[src/rtl/spi_slave_ctrl_pkg.sv]
// Shared types and helpers for the SPI mode-0 slave controller.
package spi_slave_ctrl_pkg;

  typedef enum logic [2:0] {
    ST_IDLE,
    ST_ADDR,
    ST_RW,
    ST_LOAD,
    ST_DATA_RD,
    ST_DATA_WR,
    ST_HOLD
  } state_t;

  localparam logic SPI_RD = 1'b1;
  localparam logic SPI_WR = 1'b0;

  function automatic int unsigned max_u(input int unsigned a, input int unsigned b);
    return (a > b) ? a : b;
  endfunction

endpackage

[src/rtl/spi_slave_ctrl_if.sv]
// Conditioned SPI pins plus the memory-side port of the slave controller.
interface spi_slave_ctrl_if #(
  parameter int unsigned ADDR_W = 7,
  parameter int unsigned DATA_W = 8
);
  logic              cs;
  logic              sclk_pe;
  logic              sclk_ne;
  logic              mosi;
  logic [DATA_W-1:0] mem_rdata;
  logic [ADDR_W-1:0] mem_addr;
  logic [DATA_W-1:0] mem_wdata;
  logic              mem_we;
  logic              miso;
  logic              miso_oe;
  logic              busy;

  modport slave (
    input  cs, sclk_pe, sclk_ne, mosi, mem_rdata,
    output mem_addr, mem_wdata, mem_we, miso, miso_oe, busy
  );

  modport master (
    output cs, sclk_pe, sclk_ne, mosi, mem_rdata,
    input  mem_addr, mem_wdata, mem_we, miso, miso_oe, busy
  );
endinterface

[src/rtl/spi_slave_ctrl_shift_reg.sv]
// Shift register: serial-in/parallel-out with parallel load, MSB leaves first.
module spi_slave_ctrl_shift_reg #(
  parameter int unsigned W = 8
) (
  input  logic         clk,
  input  logic         reset,
  input  logic         clr,
  input  logic         load,
  input  logic         shift,
  input  logic         sin,
  input  logic [W-1:0] pdata,
  output logic [W-1:0] q
);

  always_ff @(posedge clk) begin
    if (reset || clr) begin
      q <= '0;
    end else if (load) begin
      q <= pdata;
    end else if (shift) begin
      q <= {q[W-2:0], sin};
    end
  end

endmodule

[src/rtl/spi_slave_ctrl.sv]
// SPI mode-0 slave: address, R/W bit, then data words with optional address auto-increment.
module spi_slave_ctrl
  import spi_slave_ctrl_pkg::*;
#(
  parameter int unsigned ADDR_W = 7,
  parameter int unsigned DATA_W = 8,
  parameter bit          BURST  = 1'b1
) (
  input logic             clk,
  input logic             reset,
  spi_slave_ctrl_if.slave bus
);

  localparam int unsigned RX_W  = max_u(ADDR_W, DATA_W);
  localparam int unsigned CNT_W = $clog2(RX_W + 1);

  state_t             state, state_n;
  logic [CNT_W-1:0]   cnt;
  logic [ADDR_W-1:0]  addr_q;
  logic [DATA_W-1:0]  wdata_q;
  logic               we_q, oe_q, busy_q;
  logic [RX_W-1:0]    rx_q, rx_next;
  logic [DATA_W-1:0]  tx_q;
  logic               addr_done, data_done, abort;

  logic cnt_clr, cnt_inc, rx_clr, rx_shift, addr_latch, addr_inc;
  logic wr_commit, tx_load, tx_shift, oe_set, oe_clr;

  assign addr_done = (cnt == CNT_W'(ADDR_W - 1));
  assign data_done = (cnt == CNT_W'(DATA_W - 1));
  assign abort     = (state != ST_IDLE) && bus.cs;
  // Word including the bit arriving on this sclk_pe, so a word commits on its last edge.
  assign rx_next   = {rx_q[RX_W-2:0], bus.mosi};

  always_ff @(posedge clk) begin
    if (reset) state <= ST_IDLE;
    else       state <= state_n;
  end

  always_comb begin
    state_n = state;
    if (abort) begin
      state_n = ST_IDLE;
    end else begin
      case (state)
        ST_IDLE:    if (!bus.cs) state_n = ST_ADDR;
        ST_ADDR:    if (bus.sclk_pe && addr_done) state_n = ST_RW;
        ST_RW:      if (bus.sclk_pe) state_n = (bus.mosi == SPI_RD) ? ST_LOAD : ST_DATA_WR;
        ST_LOAD:    if (cnt != '0) state_n = ST_DATA_RD;
        ST_DATA_RD: if (bus.sclk_pe && data_done) state_n = BURST ? ST_LOAD : ST_HOLD;
        ST_DATA_WR: if (bus.sclk_pe && data_done && !BURST) state_n = ST_HOLD;
        default:    state_n = state;
      endcase
    end
  end

  // Datapath strobes; sclk_pe wins over sclk_ne when both arrive together.
  always_comb begin
    cnt_clr    = 1'b0;
    cnt_inc    = 1'b0;
    rx_clr     = 1'b0;
    rx_shift   = 1'b0;
    addr_latch = 1'b0;
    addr_inc   = 1'b0;
    wr_commit  = 1'b0;
    tx_load    = 1'b0;
    tx_shift   = 1'b0;
    oe_set     = 1'b0;
    oe_clr     = 1'b0;
    if (abort) begin
      cnt_clr   = 1'b1;
      oe_clr    = 1'b1;
      wr_commit = (state == ST_DATA_WR) && bus.sclk_pe && data_done;
    end else begin
      case (state)
        ST_IDLE: begin
          cnt_clr = 1'b1;
          rx_clr  = 1'b1;
        end
        ST_ADDR: if (bus.sclk_pe) begin
          rx_shift   = 1'b1;
          addr_latch = addr_done;
          cnt_clr    = addr_done;
          cnt_inc    = !addr_done;
        end
        ST_RW: if (bus.sclk_pe) begin
          cnt_clr = 1'b1;
          rx_clr  = 1'b1;
        end
        // First cycle lets mem_rdata settle on the new address, second cycle loads it.
        ST_LOAD: begin
          if (cnt == '0) begin
            cnt_inc = 1'b1;
          end else begin
            tx_load = 1'b1;
            oe_set  = 1'b1;
            cnt_clr = 1'b1;
          end
        end
        ST_DATA_RD: begin
          if (bus.sclk_pe) begin
            cnt_clr  = data_done;
            cnt_inc  = !data_done;
            addr_inc = data_done && BURST;
            oe_clr   = data_done && !BURST;
          end else if (bus.sclk_ne && cnt != '0) begin
            tx_shift = 1'b1;
          end
        end
        ST_DATA_WR: begin
          addr_inc = BURST && we_q;
          if (bus.sclk_pe) begin
            rx_shift  = 1'b1;
            wr_commit = data_done;
            cnt_clr   = data_done;
            cnt_inc   = !data_done;
          end
        end
        ST_HOLD: oe_clr = 1'b1;
        default: oe_clr = 1'b1;
      endcase
    end
  end

  always_ff @(posedge clk) begin
    if (reset) begin
      cnt     <= '0;
      addr_q  <= '0;
      wdata_q <= '0;
      we_q    <= 1'b0;
      oe_q    <= 1'b0;
      busy_q  <= 1'b0;
    end else begin
      we_q   <= wr_commit;
      busy_q <= (state_n != ST_IDLE);
      if (cnt_clr)      cnt <= '0;
      else if (cnt_inc) cnt <= cnt + CNT_W'(1);
      if (addr_latch)    addr_q <= rx_next[ADDR_W-1:0];
      else if (addr_inc) addr_q <= addr_q + ADDR_W'(1);
      if (wr_commit) wdata_q <= rx_next[DATA_W-1:0];
      if (oe_clr)      oe_q <= 1'b0;
      else if (oe_set) oe_q <= 1'b1;
    end
  end

  spi_slave_ctrl_shift_reg #(.W(RX_W)) u_rx (
    .clk   (clk),
    .reset (reset),
    .clr   (rx_clr),
    .load  (1'b0),
    .shift (rx_shift),
    .sin   (bus.mosi),
    .pdata ({RX_W{1'b0}}),
    .q     (rx_q)
  );

  spi_slave_ctrl_shift_reg #(.W(DATA_W)) u_tx (
    .clk   (clk),
    .reset (reset),
    .clr   (1'b0),
    .load  (tx_load),
    .shift (tx_shift),
    .sin   (1'b0),
    .pdata (bus.mem_rdata),
    .q     (tx_q)
  );

  // Bits that only matter inside the shift registers themselves.
  logic unused_bits;
  assign unused_bits = ^{rx_q[RX_W-1], tx_q[DATA_W-2:0]};

  assign bus.mem_addr  = addr_q;
  assign bus.mem_wdata = wdata_q;
  assign bus.mem_we    = we_q;
  assign bus.miso      = tx_q[DATA_W-1];
  assign bus.miso_oe   = oe_q;
  assign bus.busy      = busy_q;

endmodule

[src/flat_wrapper.sv]
// flat-port wrapper written by rule: the top's interface ports become plain ports
module spi_slave_ctrl_flat import spi_slave_ctrl_pkg::*;
#(
  parameter int unsigned ADDR_W = 7,
  parameter int unsigned DATA_W = 8,
  parameter bit          BURST  = 1'b1
)
  (clk, reset, bus_cs, bus_sclk_pe, bus_sclk_ne, bus_mosi, bus_mem_rdata, bus_mem_addr, bus_mem_wdata, bus_mem_we, bus_miso, bus_miso_oe, bus_busy);
  spi_slave_ctrl_if #(.ADDR_W(ADDR_W), .DATA_W(DATA_W)) bus_i ();
  input logic clk;
  input logic reset;
  input wire logic [$bits(bus_i.cs)-1:0] bus_cs;
  input wire logic [$bits(bus_i.sclk_pe)-1:0] bus_sclk_pe;
  input wire logic [$bits(bus_i.sclk_ne)-1:0] bus_sclk_ne;
  input wire logic [$bits(bus_i.mosi)-1:0] bus_mosi;
  input wire logic [$bits(bus_i.mem_rdata)-1:0] bus_mem_rdata;
  output wire logic [$bits(bus_i.mem_addr)-1:0] bus_mem_addr;
  output wire logic [$bits(bus_i.mem_wdata)-1:0] bus_mem_wdata;
  output wire logic [$bits(bus_i.mem_we)-1:0] bus_mem_we;
  output wire logic [$bits(bus_i.miso)-1:0] bus_miso;
  output wire logic [$bits(bus_i.miso_oe)-1:0] bus_miso_oe;
  output wire logic [$bits(bus_i.busy)-1:0] bus_busy;
  assign bus_i.cs = bus_cs;
  assign bus_i.sclk_pe = bus_sclk_pe;
  assign bus_i.sclk_ne = bus_sclk_ne;
  assign bus_i.mosi = bus_mosi;
  assign bus_i.mem_rdata = bus_mem_rdata;
  assign bus_mem_addr = bus_i.mem_addr;
  assign bus_mem_wdata = bus_i.mem_wdata;
  assign bus_mem_we = bus_i.mem_we;
  assign bus_miso = bus_i.miso;
  assign bus_miso_oe = bus_i.miso_oe;
  assign bus_busy = bus_i.busy;
  spi_slave_ctrl #(.ADDR_W(ADDR_W), .DATA_W(DATA_W), .BURST(BURST)) u_core (.clk(clk), .reset(reset), .bus(bus_i));
endmodule
[config.mk]
export PLATFORM = sky130hd
export DESIGN_NAME = spi_slave_ctrl_flat
export DESIGN_NICKNAME = d
export VERILOG_FILES = /design/src/rtl/spi_slave_ctrl_pkg.sv /design/src/rtl/spi_slave_ctrl_if.sv /design/src/rtl/spi_slave_ctrl_shift_reg.sv /design/src/rtl/spi_slave_ctrl.sv /design/src/flat_wrapper.sv
export SDC_FILE = /design/constraint.sdc
export NUM_CORES = 1
export LEC_CHECK = 0
export CAP_MARGIN = 10
export CORE_ASPECT_RATIO = 1.4
export CORE_MARGIN = 4
export CORE_UTILIZATION = 52
export DETAILED_ROUTE_END_ITERATION = 16
export GPL_ROUTABILITY_DRIVEN = 0
export PLACE_DENSITY_LB_ADDON = 0.15
export SLEW_MARGIN = 10
export SYNTH_ARGS = -nofsm -noshare
export SYNTH_HDL_FRONTEND = slang
export SYNTH_SLANG_ARGS = --single-unit
[constraint.sdc]
create_clock -name clk -period 2.3 [get_ports clk]
set_input_delay 0.46 -clock clk [delete_from_list [all_inputs] [get_ports clk]]
set_output_delay 0.46 -clock clk [all_outputs]
set_load 0.03 [all_outputs]
After elaboration in Yosys (flattened, before gate mapping)
Index checks and enable logic that the tools add are counted.

word-level totals
  bits in registers = 40
  input port bits = 14
  output and inout port bits = 19
  logic and storage cells = 80

cells by class
  add/sub/neg operators = 2
  equality and inequality tests = 7
  multiplexer cells = 41
  reductions and logical operators = 21

operators by type and width
  operator                                                                number
  1-bit two-way mux                                                       25
  3-bit two-way mux                                                       7
  8-bit two-way mux                                                       2
  3-bit one-hot mux with 5 select lines                                   1
  7-bit two-way mux                                                       2
  4-bit by 3-bit equality test with 1-bit output (second input constant)  2
  2-bit OR reduction                                                      4
  7-bit by 1-bit adder with 7-bit output (second input constant)          1
  3-bit by 2-bit equality test with 1-bit output (second input constant)  2
  3-bit equality test (second input constant)                             2
  1-bit logical AND                                                       6
  3-bit nonzero test                                                      2
  6-bit OR reduction                                                      1
  1-bit one-hot mux with 5 select lines                                   1
  4-bit by 1-bit adder with 4-bit output (second input constant)          1
  4-bit zero test                                                         1
  1-bit one-hot mux with 2 select lines                                   2
  2-bit nonzero test                                                      2
  4-bit nonzero test                                                      1
  3-bit by 1-bit equality test with 1-bit output (second input constant)  1
  3-bit zero test                                                         1
  1-bit one-hot mux with 3 select lines                                   1
  1-bit zero test                                                         2
  1-bit logical OR                                                        1

Depth between registers and ports, before layout
  word-level depth = 8
  depth in mapped cells = 8
  gate-level depth less buffers = 6

Hierarchy
Synthesis repeated with hierarchy kept, for this count alone.

unflattened totals
  cell total of the unflattened synthesis = 240
  area, all modules = 2337.2 µm²

by module, submodules not included
  module                    instances  cells each  area each (µm²)  seq. area each (µm²)
  spi_slave_ctrl            1          170         1456.4           500.5
  spi_slave_ctrl_shift_reg  2          35          440.4            160.2

Worst setup path before layout
Ideal clock, no wire load.

  path kind = input port to flip-flop
  start = in bus_cs
  end = reg u_core.addr_q[3] (netlist: u_core.bus.mem_addr[3])
  setup time = 0.088 ns
  arrival time = 1.692 ns
  required time = 2.212 ns
  setup slack = 0.520 ns
  cell stages on the path = 6
  path buffers = 2
  path through = buf_2 -> and4bb_1 -> a22oi_2 -> buf_2 -> or3_1 -> a311oi_2

on the way
  cells in the longest elaborated chain, start to end = 3
  elaborated cells on any way between the ends = 5
  classes of those cells = 3 x mux; 2 x reduce/logical

ends and longest elaborated chain
  item                                                            RTL line               text
  start: declaration                                              flat_wrapper.sv:12     input wire logic [$bits(bus_i.cs)-1:0] bus_cs;
  1-bit logical AND *                                             spi_slave_ctrl.sv:31   assign abort = (state != ST_IDLE) && bus.cs;
  1-bit two-way mux                                               spi_slave_ctrl.sv:70   if (abort) begin
  7-bit two-way mux / 2-bit nonzero test (equally long branches)  n/a
  end signal: assignment                                          spi_slave_ctrl.sv:138  if (addr_latch) addr_q <= rx_next[ADDR_W-1:0];
  end signal: assignment                                          spi_slave_ctrl.sv:139  else if (addr_inc) addr_q <= addr_q + ADDR_W'(1);
  end: declaration                                                spi_slave_ctrl.sv:19   logic [ADDR_W-1:0] addr_q;

Mark *: on every way between the ends. The rest lies on a longest branch, timed or not.
A chain may end at the register's enable or synchronous reset.

Final worst setup path
  start = in bus_sclk_pe
  end = reg u_core.u_tx.q[3]

on the way
  cells in the longest elaborated chain, start to end = 4

ends and longest elaborated chain
  item                                 RTL line                        text
  start: declaration                   flat_wrapper.sv:13              input wire logic [$bits(bus_i.sclk_pe)-1:0] bus_sclk_pe;
  1-bit two-way mux                    spi_slave_ctrl.sv:101           if (bus.sclk_pe) begin
  1-bit two-way mux                    spi_slave_ctrl.sv:75            case (state)
  1-bit two-way mux                    spi_slave_ctrl.sv:70
  2-bit nonzero test (no source line)  n/a
  end signal: assignment               spi_slave_ctrl_shift_reg.sv:19  q <= pdata;
  end signal: assignment               spi_slave_ctrl_shift_reg.sv:21  q <= {q[W-2:0], sin};
  end: declaration                     spi_slave_ctrl_shift_reg.sv:12  output logic [W-1:0] q

Every way passes these cells.

==> out/metrics.cfg <==
[routing]
drtIter0Drc=133
vias=1842
drtPass1Iterations=4
drtAntennaViolNets=0
routed_via_density=5.848
drcViolationCount=0
wl_per_cell_um=15.09
wirelength_um=4753

[power_and_ir_drop]
ir_drop_uv=540.7
internal_power_mw=1.111
power.leakage_nw=0.8771
switching_share_pct=25.10
power_frac_clock_pct=39.2
power_frac_seq_pct=48.8
p_per_area_nw_per_um2=568.8
power_frac_comb_pct=12.0
p_sw_mw=0.3723

[floorplan]
initial_utilization_pct=54.95
fp-row-count=26
dieHeight_um=82.40
io_pins=33
die_w_um=61.14
coreArea_um2=3741
die-area_um2=5038

[synth]
synth-edff-count=0
synth.area.top_cells=dfxtp_1 (39%), mux2i_1 (9.3%), nor2_1 (5.3%)
async_flop_share_pct=0
synth_commonest_cells=dfxtp_1 (40), nor2_1 (29), mux2i_1 (19)
synthDistinctLibCells=51
synth_top_cell_by_area=dfxtp_1
yosys_warnings=0
synth_top_area_share_pct=38.95
syn_nets=252
synth_seq_cells=40
avgSynthCellArea_um2=8.785
mappedNetlistArea_um2=2056
seq_area_frac_synth_pct=38.95
dominantRegCellSynth=dfxtp_1
netlist_instances=234
yosysMostFrequentCell=dfxtp_1

[final_layout]
syn2layout_area_growth_pct=26.84
utilization_pct=69.70
final_nets=290
multi_input_area_um2=1142
drive_gt1_share_pct=11.72
antenna_cells=0
nFillCells=312
seq_area_um2=800.8

[critical_path]
startpoint_type=input pin
r2r_end=u_core.bus.mem_addr[6]
critPathLaunch=bus_sclk_pe
required_ps=2500
endpoint_kind=flop
criticalPathCategory=in2reg
r2r_slack_ps=430
crit_arrival_ps=2150
reg2reg_depth=5
r2r-start=u_core.cnt[1]
path_max_fanout=7

[cts]
cts_resized=0
cts_buffers=5
cts.sinks=40
post_cts_buffers=0
cts_hold_buf=0
clk_transition_reported_paths_ps=80
clock_path_buffers=2
clock_latency_ps=290
cts.root.buffer_cell=clkbuf_8
htreeDepth=2
cts_tree=yes

[grt]
grt-ovfl-total=0
grt_max_degree=27
grt_antenna_before_repair=0
grt_pass1_vias=1788
gr-usage-all-layers_pct=21.37
grt_pass1_wl_um=8245

[place]
hpwl_um=3473
io_buffers=32

[hold_path]
min_to=u_core.u_tx.q[5]
hold_start=u_core.u_tx.q[5]
hold_depth=2
hold_class=reg2reg

[flow_run]
max-cap-violations=0

[sta]
finalCritPeriodShare_pct=84.54
fin_skew_ps=6.162
max_freq_mhz=514.3
slew_headroom_pct=69.09
min_period_ps=1944
rsz0062_at_grt=no
drv_slew=0
hold_viol=0
finalSetupViolCount=0
timing.setup.tns_ps=0
worst_pin_slew_ps=463.1

[status]
status=complete, no violations

[how the worst max path moves through the flow]
stage	to	slack, ps	cells past startpoint
after CTS	u_core.u_tx.q[3]	350	6
after detailed placement	u_core.bus.mem_addr[6]	40	5
final	u_core.u_tx.q[3]	360	6
after floorplan	u_core.bus.mem_addr[3]	520	6
after global placement	u_core.u_tx.q[4]	40	6
after global routing	u_core.u_tx.q[4]	150	6
[cell type report]
cell class,count,area share [%]
Sequential cell,40,30.71
Timing Repair Buffer,49,18.14
Clock buffer,5,2.639
Multi-Input combinational cell,170,43.81
Clock inverter,3,1.823
Inverter,6,0.8637
Tap cell,42,2.015
[cells by family (layout without fill, tap and decap cells)]
logic type                 Yosys count  in the layout  share of synthesized area [%]
DFF                                 40             40                          38.95
and+or+nand+nor                     98             98                          26.72
muxes                               19             19                          9.251
buffers and inverters               24             63                          5.478
xor gates and xnor gates             1              1                         0.4261
AOI/OAI and AO/OA                   48             48                          16.74
adders and majority gates            4              4                          2.435
[per-stage QoR]
stage / area (um^2) / power, mW / setup slack [ps] / cells / hold slack (ps)
3_5_place_dp: 2491 / 0.9191 / 38.68 / 307 / 462.1
2_1_floorplan: 2056 / 0.8565 / 519.7 / 234 / 447.6
6_report: 2608 / 1.483 / 355.5 / 315 / 477.3
3_3_place_gp: 2491 / 0.9182 / 36.22 / 307 / 455.3
5_1_grt: 2608 / 1.547 / 153.9 / 315 / 503.2
4_1_cts: 2608 / 1.502 / 351.5 / 315 / 479.4
[power groups by stage]
stage,combinational [mW],sequential [mW],clock [mW]
global placement,0.177,0.741,0
floorplan,0.132,0.725,0
CTS,0.178,0.725,0.599
global route,0.196,0.728,0.623
detailed placement,0.178,0.741,0
finish,0.177,0.724,0.581
[registers in the layout, indices dropped and copies added, names as in the netlist, 3 cells and up]
register              cells
u_core.bus.mem_wdata      8
u_core.u_tx.q             8
u_core.bus.mem_addr       7
u_core.u_rx.q             7
u_core.cnt                4
u_core.state              3
[per-layer routing]
metal	GRT usage (%)	vias to the layer above	share of wire, %
li1	-	925	-
met1	27.88	872	44
met2	34.64	39	51
met3	4.044	6	3.2
met4	7.592	0	1.6
met5	0	-	0
[worst max-delay path, stage by stage]
cell and delay (ps):
clkdlybuf4s50_1 490, nor4b_1 370, buf_4 180, and3_1 300
nand2_1 90, a311oi_1 250
[cells in the final DEF, fill, tap and decap left out, drive strengths merged, types with 2 or more instances in the layout]
| cell type | n |
|---|---|
| a211oi | 2 |
| a21oi | 9 |
| a221oi | 2 |
| a22oi | 4 |
| a311oi | 8 |
| and3 | 2 |
| and4b | 2 |
| buf | 17 |
| clkbuf | 5 |
| clkdlybuf4s50 | 32 |
| clkinv | 2 |
| dfxtp | 40 |
| ha | 4 |
| inv | 6 |
| mux2i | 19 |
| nand2 | 15 |
| nand2b | 4 |
| nand3 | 15 |
| nand3b | 2 |
| nand4b | 2 |
| nor2 | 29 |
| nor2b | 3 |
| nor3 | 5 |
| nor3b | 3 |
| nor4 | 2 |
| nor4b | 2 |
| o2111ai | 2 |
| o21ai | 11 |
| o31ai | 2 |
| or2 | 2 |
| or3 | 3 |
| or4 | 3 |
Power figures use the tool's default switching activity.
